### src/rtl/sound_i2s_rx.sv
// I2S receiver: oversamples SCLK/LRCK/DATA in the clk_74a domain, frames 32-bit slots and
// emits each locked left/right pair with a one-cycle valid strobe.
module sound_i2s_rx #(
    parameter int unsigned CHANNEL_WIDTH = 15,
    parameter bit          SIGNED_OUTPUT = 1'b0,
    parameter int unsigned SCLK_TIMEOUT  = 256
) (
    input  logic                     clk_74a,
    input  logic                     reset_n,
    input  logic                     i2s_sclk,
    input  logic                     i2s_lrck,
    input  logic                     i2s_data,
    output logic [CHANNEL_WIDTH-1:0] audio_l,
    output logic [CHANNEL_WIDTH-1:0] audio_r,
    output logic                     audio_valid,
    output logic                     locked,
    output logic                     frame_err
);

    localparam int unsigned TW = $clog2(SCLK_TIMEOUT + 1);

    if (CHANNEL_WIDTH < 1 || CHANNEL_WIDTH > 16) begin : g_bad_width
        $error("sound_i2s_rx: CHANNEL_WIDTH must be 1..16");
    end
    if (CHANNEL_WIDTH == 16 && !SIGNED_OUTPUT) begin : g_bad_map
        $error("sound_i2s_rx: CHANNEL_WIDTH=16 requires SIGNED_OUTPUT=1");
    end

    typedef enum logic [1:0] {StIdle, StSync, StRun} state_e;

    // [0] metastable stage, [1] synced, [2] history
    logic [2:0] sclk_q, sclk_d;
    logic [2:0] lrck_q, lrck_d;
    logic [2:0] data_q, data_d;

    state_e                   state_q, state_d;
    logic                     lrck_prev_q, lrck_prev_d;
    logic [5:0]               bit_cnt_q, bit_cnt_d;
    logic [15:0]              shift_q, shift_d;
    logic [5:0]               prev_len_q, prev_len_d;
    logic                     prev_valid_q, prev_valid_d;
    logic [15:0]              pend_l_q, pend_l_d;
    logic                     pend_l_valid_q, pend_l_valid_d;
    logic                     locked_q, locked_d;
    logic [CHANNEL_WIDTH-1:0] audio_l_q, audio_l_d;
    logic [CHANNEL_WIDTH-1:0] audio_r_q, audio_r_d;
    logic                     valid_q, valid_d;
    logic                     ferr_q, ferr_d;
    logic [TW-1:0]            to_cnt_q, to_cnt_d;

    logic        strobe;
    logic        lrck_s;
    logic        data_s;
    logic        boundary;
    logic        lock_now;
    logic [5:0]  cnt_inc;
    logic [15:0] shift_in;

    function automatic logic [CHANNEL_WIDTH-1:0] map_word(input logic [15:0] w);
        logic [15:0] a;
        a = SIGNED_OUTPUT ? w : {w[14:0], 1'b0};
        return a[15 -: CHANNEL_WIDTH];
    endfunction

    // LRCK/DATA taken from the history stage: the value just before the synced SCLK rise.
    assign strobe   = sclk_q[1] & ~sclk_q[2];
    assign lrck_s   = lrck_q[2];
    assign data_s   = data_q[2];
    assign boundary = lrck_s != lrck_prev_q;
    assign cnt_inc  = (bit_cnt_q == 6'd63) ? 6'd63 : bit_cnt_q + 6'd1;
    assign shift_in = (bit_cnt_q < 6'd16) ? {shift_q[14:0], data_s} : shift_q;

    always_comb begin
        sclk_d         = {sclk_q[1:0], i2s_sclk};
        lrck_d         = {lrck_q[1:0], i2s_lrck};
        data_d         = {data_q[1:0], i2s_data};
        state_d        = state_q;
        lrck_prev_d    = lrck_prev_q;
        bit_cnt_d      = bit_cnt_q;
        shift_d        = shift_q;
        prev_len_d     = prev_len_q;
        prev_valid_d   = prev_valid_q;
        pend_l_d       = pend_l_q;
        pend_l_valid_d = pend_l_valid_q;
        locked_d       = locked_q;
        audio_l_d      = audio_l_q;
        audio_r_d      = audio_r_q;
        valid_d        = 1'b0;
        ferr_d         = 1'b0;
        lock_now       = locked_q;

        if (strobe) begin
            to_cnt_d = '0;
        end else if (to_cnt_q != TW'(SCLK_TIMEOUT)) begin
            to_cnt_d = to_cnt_q + TW'(1);
        end else begin
            to_cnt_d = to_cnt_q;
        end

        if (strobe) begin
            lrck_prev_d = lrck_s;
            unique case (state_q)
                StIdle: state_d = StSync;
                StSync: begin
                    // The slot in progress at start-up is never trusted.
                    if (boundary) begin
                        state_d   = StRun;
                        bit_cnt_d = '0;
                        shift_d   = '0;
                    end
                end
                StRun: begin
                    if (!boundary) begin
                        bit_cnt_d = cnt_inc;
                        shift_d   = shift_in;
                    end else begin
                        bit_cnt_d = '0;
                        shift_d   = '0;
                        if (cnt_inc < 6'd16) begin
                            ferr_d         = 1'b1;
                            locked_d       = 1'b0;
                            pend_l_valid_d = 1'b0;
                            prev_valid_d   = 1'b0;
                        end else begin
                            lock_now     = locked_q | (prev_valid_q && prev_len_q == cnt_inc);
                            locked_d     = lock_now;
                            prev_len_d   = cnt_inc;
                            prev_valid_d = 1'b1;
                            if (!lrck_prev_q) begin
                                pend_l_d       = shift_in;
                                pend_l_valid_d = 1'b1;
                            end else begin
                                if (pend_l_valid_q && lock_now) begin
                                    audio_l_d = map_word(pend_l_q);
                                    audio_r_d = map_word(shift_in);
                                    valid_d   = 1'b1;
                                end
                                pend_l_valid_d = 1'b0;
                            end
                        end
                    end
                end
                default: state_d = StIdle;
            endcase
        end else if (to_cnt_q == TW'(SCLK_TIMEOUT)) begin
            locked_d       = 1'b0;
            pend_l_valid_d = 1'b0;
            prev_valid_d   = 1'b0;
            state_d        = StIdle;
        end
    end

    always_ff @(posedge clk_74a) begin
        if (!reset_n) begin
            sclk_q         <= '0;
            lrck_q         <= '0;
            data_q         <= '0;
            state_q        <= StIdle;
            lrck_prev_q    <= 1'b0;
            bit_cnt_q      <= '0;
            shift_q        <= '0;
            prev_len_q     <= '0;
            prev_valid_q   <= 1'b0;
            pend_l_q       <= '0;
            pend_l_valid_q <= 1'b0;
            locked_q       <= 1'b0;
            audio_l_q      <= '0;
            audio_r_q      <= '0;
            valid_q        <= 1'b0;
            ferr_q         <= 1'b0;
            to_cnt_q       <= '0;
        end else begin
            sclk_q         <= sclk_d;
            lrck_q         <= lrck_d;
            data_q         <= data_d;
            state_q        <= state_d;
            lrck_prev_q    <= lrck_prev_d;
            bit_cnt_q      <= bit_cnt_d;
            shift_q        <= shift_d;
            prev_len_q     <= prev_len_d;
            prev_valid_q   <= prev_valid_d;
            pend_l_q       <= pend_l_d;
            pend_l_valid_q <= pend_l_valid_d;
            locked_q       <= locked_d;
            audio_l_q      <= audio_l_d;
            audio_r_q      <= audio_r_d;
            valid_q        <= valid_d;
            ferr_q         <= ferr_d;
            to_cnt_q       <= to_cnt_d;
        end
    end

    assign audio_l     = audio_l_q;
    assign audio_r     = audio_r_q;
    assign audio_valid = valid_q;
    assign locked      = locked_q;
    assign frame_err   = ferr_q;

endmodule

### config.mk
export PLATFORM = sky130hd
export DESIGN_NAME = sound_i2s_rx
export DESIGN_NICKNAME = d
export VERILOG_FILES = /design/src/rtl/sound_i2s_rx.sv
export SDC_FILE = /design/constraint.sdc
export NUM_CORES = 1
export LEC_CHECK = 0
export CAP_MARGIN = 20
export CORE_MARGIN = 3
export CORE_UTILIZATION = 40
export DETAILED_ROUTE_END_ITERATION = 8
export SLEW_MARGIN = 20
export SYNTH_ARGS = -nofsm -noshare
export SYNTH_HDL_FRONTEND = slang
export SYNTH_SLANG_ARGS = --single-unit
export TNS_END_PERCENT = 30
### constraint.sdc
create_clock -name clk_74a -period 3.4 [get_ports clk_74a]
set_input_delay 0.34 -clock clk_74a [delete_from_list [all_inputs] [get_ports clk_74a]]
set_output_delay 0.34 -clock clk_74a [all_outputs]
set_load 0.01 [all_outputs]
==> results of run 1 <==
## tightest hold or removal path: cells and delay by family
family        cells  cell delay, ns
buf+inv           1            0.18
simple gates      1            0.09
mux               1            0.05
## layer usage
metal  up-vias  wire [µm]
met4         0         82
met1      1510       4380
met3         6        298
li1       1643          -
met5         -          0
met2        43       3920
## cell type report
| type | instances | share of cell area [%] |
|---|---|---|
| Clock buffer | 10 | 2.72 |
| Timing Repair Buffer | 47 | 8.70 |
| Tap cell | 136 | 3.36 |
| Inverter | 6 | 0.445 |
| Clock inverter | 6 | 1.06 |
| Multi-Input combinational cell | 332 | 45.0 |
| Sequential cell | 98 | 38.7 |
## synth_stat cells (2+ instances only)
cell type  count
o211a_1       15
nand2_1       65
inv_1          6
nor2_1        28
or3_1          6
a32oi_1        2
xnor2_1        8
a21oi_1       10
a21boi_0       4
nor2b_1       42
dfxtp_1       98
and2_1        20
and3_1         2
clkbuf_1      22
xor2_1         7
buf_2          2
ha_1           3
mux2i_1       34
o21ai_0        8
buf_6          4
nor3b_1        2
nand3_1       11
nand2b_1       5
nor3_1         4
mux2_4         5
a22oi_1       19
mux2_2        13
nand4_1        3
## power by group
part / total [mW] / internal, mW / switching (mW) / leakage (nW)
logic: 0.0498 / 0.0201 / 0.0296 / 1.10
clock network: 0.743 / 0.302 / 0.441 / 0.0962
registers: 1.16 / 1.15 / 0.00552 / 0.791
## cells by family (layout without fill, tap and decap cells)
logic type / Yosys count / count (layout) / synth area share (%)
fa+ha+maj: 3 / 3 / 0.847
simple gates: 194 / 194 / 22.2
buf+inv: 37 / 69 / 4.32
flops: 98 / 98 / 44.3
mux: 53 / 53 / 13.2
compound gates: 66 / 66 / 11.7
xor+xnor: 16 / 16 / 3.47
## state kept, by name, summed over array words and instances, names as in the netlist
name	count
audio_l	15
sclk_q	3
audio_valid	1
locked	1
prev_valid_q	1
state_q	2
bit_cnt_q	6
audio_r	15
to_cnt_q	9
lrck_q	3
frame_err	1
pend_l_q	15
pend_l_valid_q	1
shift_q	15
lrck_prev_q	1
data_q	3
prev_len_q	6
## worst min-delay path by stage
stage / depth (start not counted) / endpoint / slack, ns / from
6_report: 3 / audio_r[13] / 0.33 / reset_n
5_1_grt: 3 / audio_r[11] / 0.33 / reset_n
4_1_cts: 3 / audio_r[13] / 0.31 / reset_n
3_5_place_dp: 1 / lrck_q[1] / 0.43 / lrck_q[0]
3_3_place_gp: 1 / lrck_q[1] / 0.41 / lrck_q[0]
2_1_floorplan: 1 / data_q[1] / 0.41 / data_q[0]
## per-stage QoR
step | setup slack (ns) | cell area [µm²] | instances
6_report | 0.479 | 5060 | 635
5_1_grt | 0.225 | 5060 | 635
4_1_cts | 0.460 | 5060 | 635
3_5_place_dp | 0.502 | 4870 | 619
3_3_place_gp | 0.588 | 4870 | 619
2_1_floorplan | 0.944 | 4430 | 467
==> impl_metrics.env, run 1 <==
export IMPL_status="completed"
export IMPL_final_cell_mix="dfxtp_1, nand2_1, nor2b_1"
export IMPL_cts_num_sinks=98
export IMPL_die_y_um=111
export IMPL_critical_path_arrival_ns=3.22
export IMPL_die_x_um=111
export IMPL_synthFlopType="dfxtp_1"
export IMPL_hold_class="primary input to flop"
export IMPL_h_tree_depth=3
export IMPL_ys_warn_count=0
export IMPL_slew_viol_final=0
export IMPL_start_util_pct=42.0
export IMPL_setup_viol=0
export IMPL_synth_cells=467
export IMPL_r2r_start="bit_cnt_q[0]"
export IMPL_dp_hpwl_um=5810
export IMPL_cts_tree="yes"
export IMPL_critical_path_max_stage_delay_ns=0.46
export IMPL_yosys_area_top_type="dfxtp_1"
export IMPL_use_met2_pct=22.9
export IMPL_wire_per_inst_um=13.7
export IMPL_die_area_um2=12400
export IMPL_synth_edf_count=0
export IMPL_powerDensity_nw_per_um2=386
export IMPL_grt_start_max_net_pins=105
export IMPL_path_cells="ha_1 -> and3_1 -> and3_1 -> o211ai_1 -> a211oi_2 -> a41o_1 -> buf_4 -> buf_4 -> mux2i_1"
export IMPL_globalRouteMet1Util_pct=19.9
export IMPL_fmax_ghz=0.342
export IMPL_area_sequential_um2=1960
export IMPL_synth_seq_cells=98
export IMPL_hold_violations=0
export IMPL_crit_path_end_kind="flop"
export IMPL_endpoint="audio_l[12]"
export IMPL_synthTopCellsByArea="dfxtp_1, mux2i_1, nor2b_1"
export IMPL_grt_busiest_layer="met2"
export IMPL_grt_usage_pct=14.8
export IMPL_async_flop_share_pct=0
export IMPL_synth_top_cell_area_share_pct=44.3
export IMPL_synthesis_area_um2=4430
export IMPL_finalCritPeriodShare_pct=85.9
export IMPL_synth_avg_cell_area_um2=9.49
export IMPL_crit_type="flop to flop"
export IMPL_cts_setup_buffers=0
export IMPL_clockBufferDepth=2
export IMPL_antenna_cells=0
export IMPL_globalplace_congestion=0.849
export IMPL_rsz0062_at_grt="false"
export IMPL_max_cap_violations=0
export IMPL_grt_use_met3_pct=4.80
export IMPL_r2r_cells=9
export IMPL_start_kind="flop"
export IMPL_nFillCells=1014
export IMPL_gr_total_overflow=0
export IMPL_vias=3202
export IMPL_viasPerCell=5.04
export IMPL_postRouteWirelength_um=8680
export IMPL_multi_input_area_um2=2280
export IMPL_crit_fanout=18
export IMPL_path_buf_inv=2
export IMPL_period_minus_slack_ns=2.92
export IMPL_tightest_slew_ns=0.897
export IMPL_antenna_found_initial=0
export IMPL_grt_pass1_vias=3229
export IMPL_leakage_nw=1.99
export IMPL_postLayoutCoreUtil_pct=48.0
export IMPL_final_common_cell="dfxtp_1"
export IMPL_hold_buffers=0
export IMPL_timing_hold_ws_ns=0.334
export IMPL_io_buffers=37
export IMPL_fp_row_count=37
export IMPL_totalPowerFinal_mw=1.95
export IMPL_clkLatencyLatePin_ns=0.37
export IMPL_initialDrtViolationCount=159
export IMPL_syn_num_nets=475
export IMPL_postRouteAntennaNets=0
export IMPL_cts_made_buffers=9
export IMPL_cp_required_ns=3.70
export IMPL_root_buffer="clkbuf_8"
export IMPL_r2r_end="audio_l[12]"
export IMPL_synth_seq_area_share_pct=44.3
export IMPL_clkTransAtPathRegs_ns=0.10
export IMPL_post_cts_resized=0
export IMPL_drive_gt1_share_pct=10.6
export IMPL_cp_top_family="simple AND/OR/NAND/NOR gates"
export IMPL_syn_to_final_growth_pct=14.3
export IMPL_core_area_um2=10600
export IMPL_grt_first_pass_wirelength_um=15300
export IMPL_cp_num_cells=9
export IMPL_fin_nets=502
export IMPL_peakVddDrop_uv=235
export IMPL_synth_cell_type_count=47
export IMPL_slowest_stage="dfxtp_1"
export IMPL_drtPass1Iterations=4
export IMPL_ios=38
export IMPL_slew_headroom_pct=40.2
export IMPL_drc=0
export IMPL_reg2reg_slack_ns=0.48
export IMPL_fin_skew_ns=0.0152
export IMPL_finalSetupTns_ns=0
export IMPL_startpoint="bit_cnt_q[0]"
Power figures use the tool's default switching activity.
==> run 2: changes to the inputs <==
Settings changed: CTS_BUF_LIST set to sky130_fd_sc_hd__clkbuf_4 sky130_fd_sc_hd__clkbuf_8.
==> results of run 2 <==
Same layout as run 1: the final DEF is identical, and so are final timing and power.
==> run 3: changes to the inputs <==
Settings changed: CTS_CLUSTER_DIAMETER set to 150, GPL_ROUTABILITY_DRIVEN set to 0.
==> results of run 3 <==
Same layout as run 1: the final DEF is identical, and so are final timing and power.
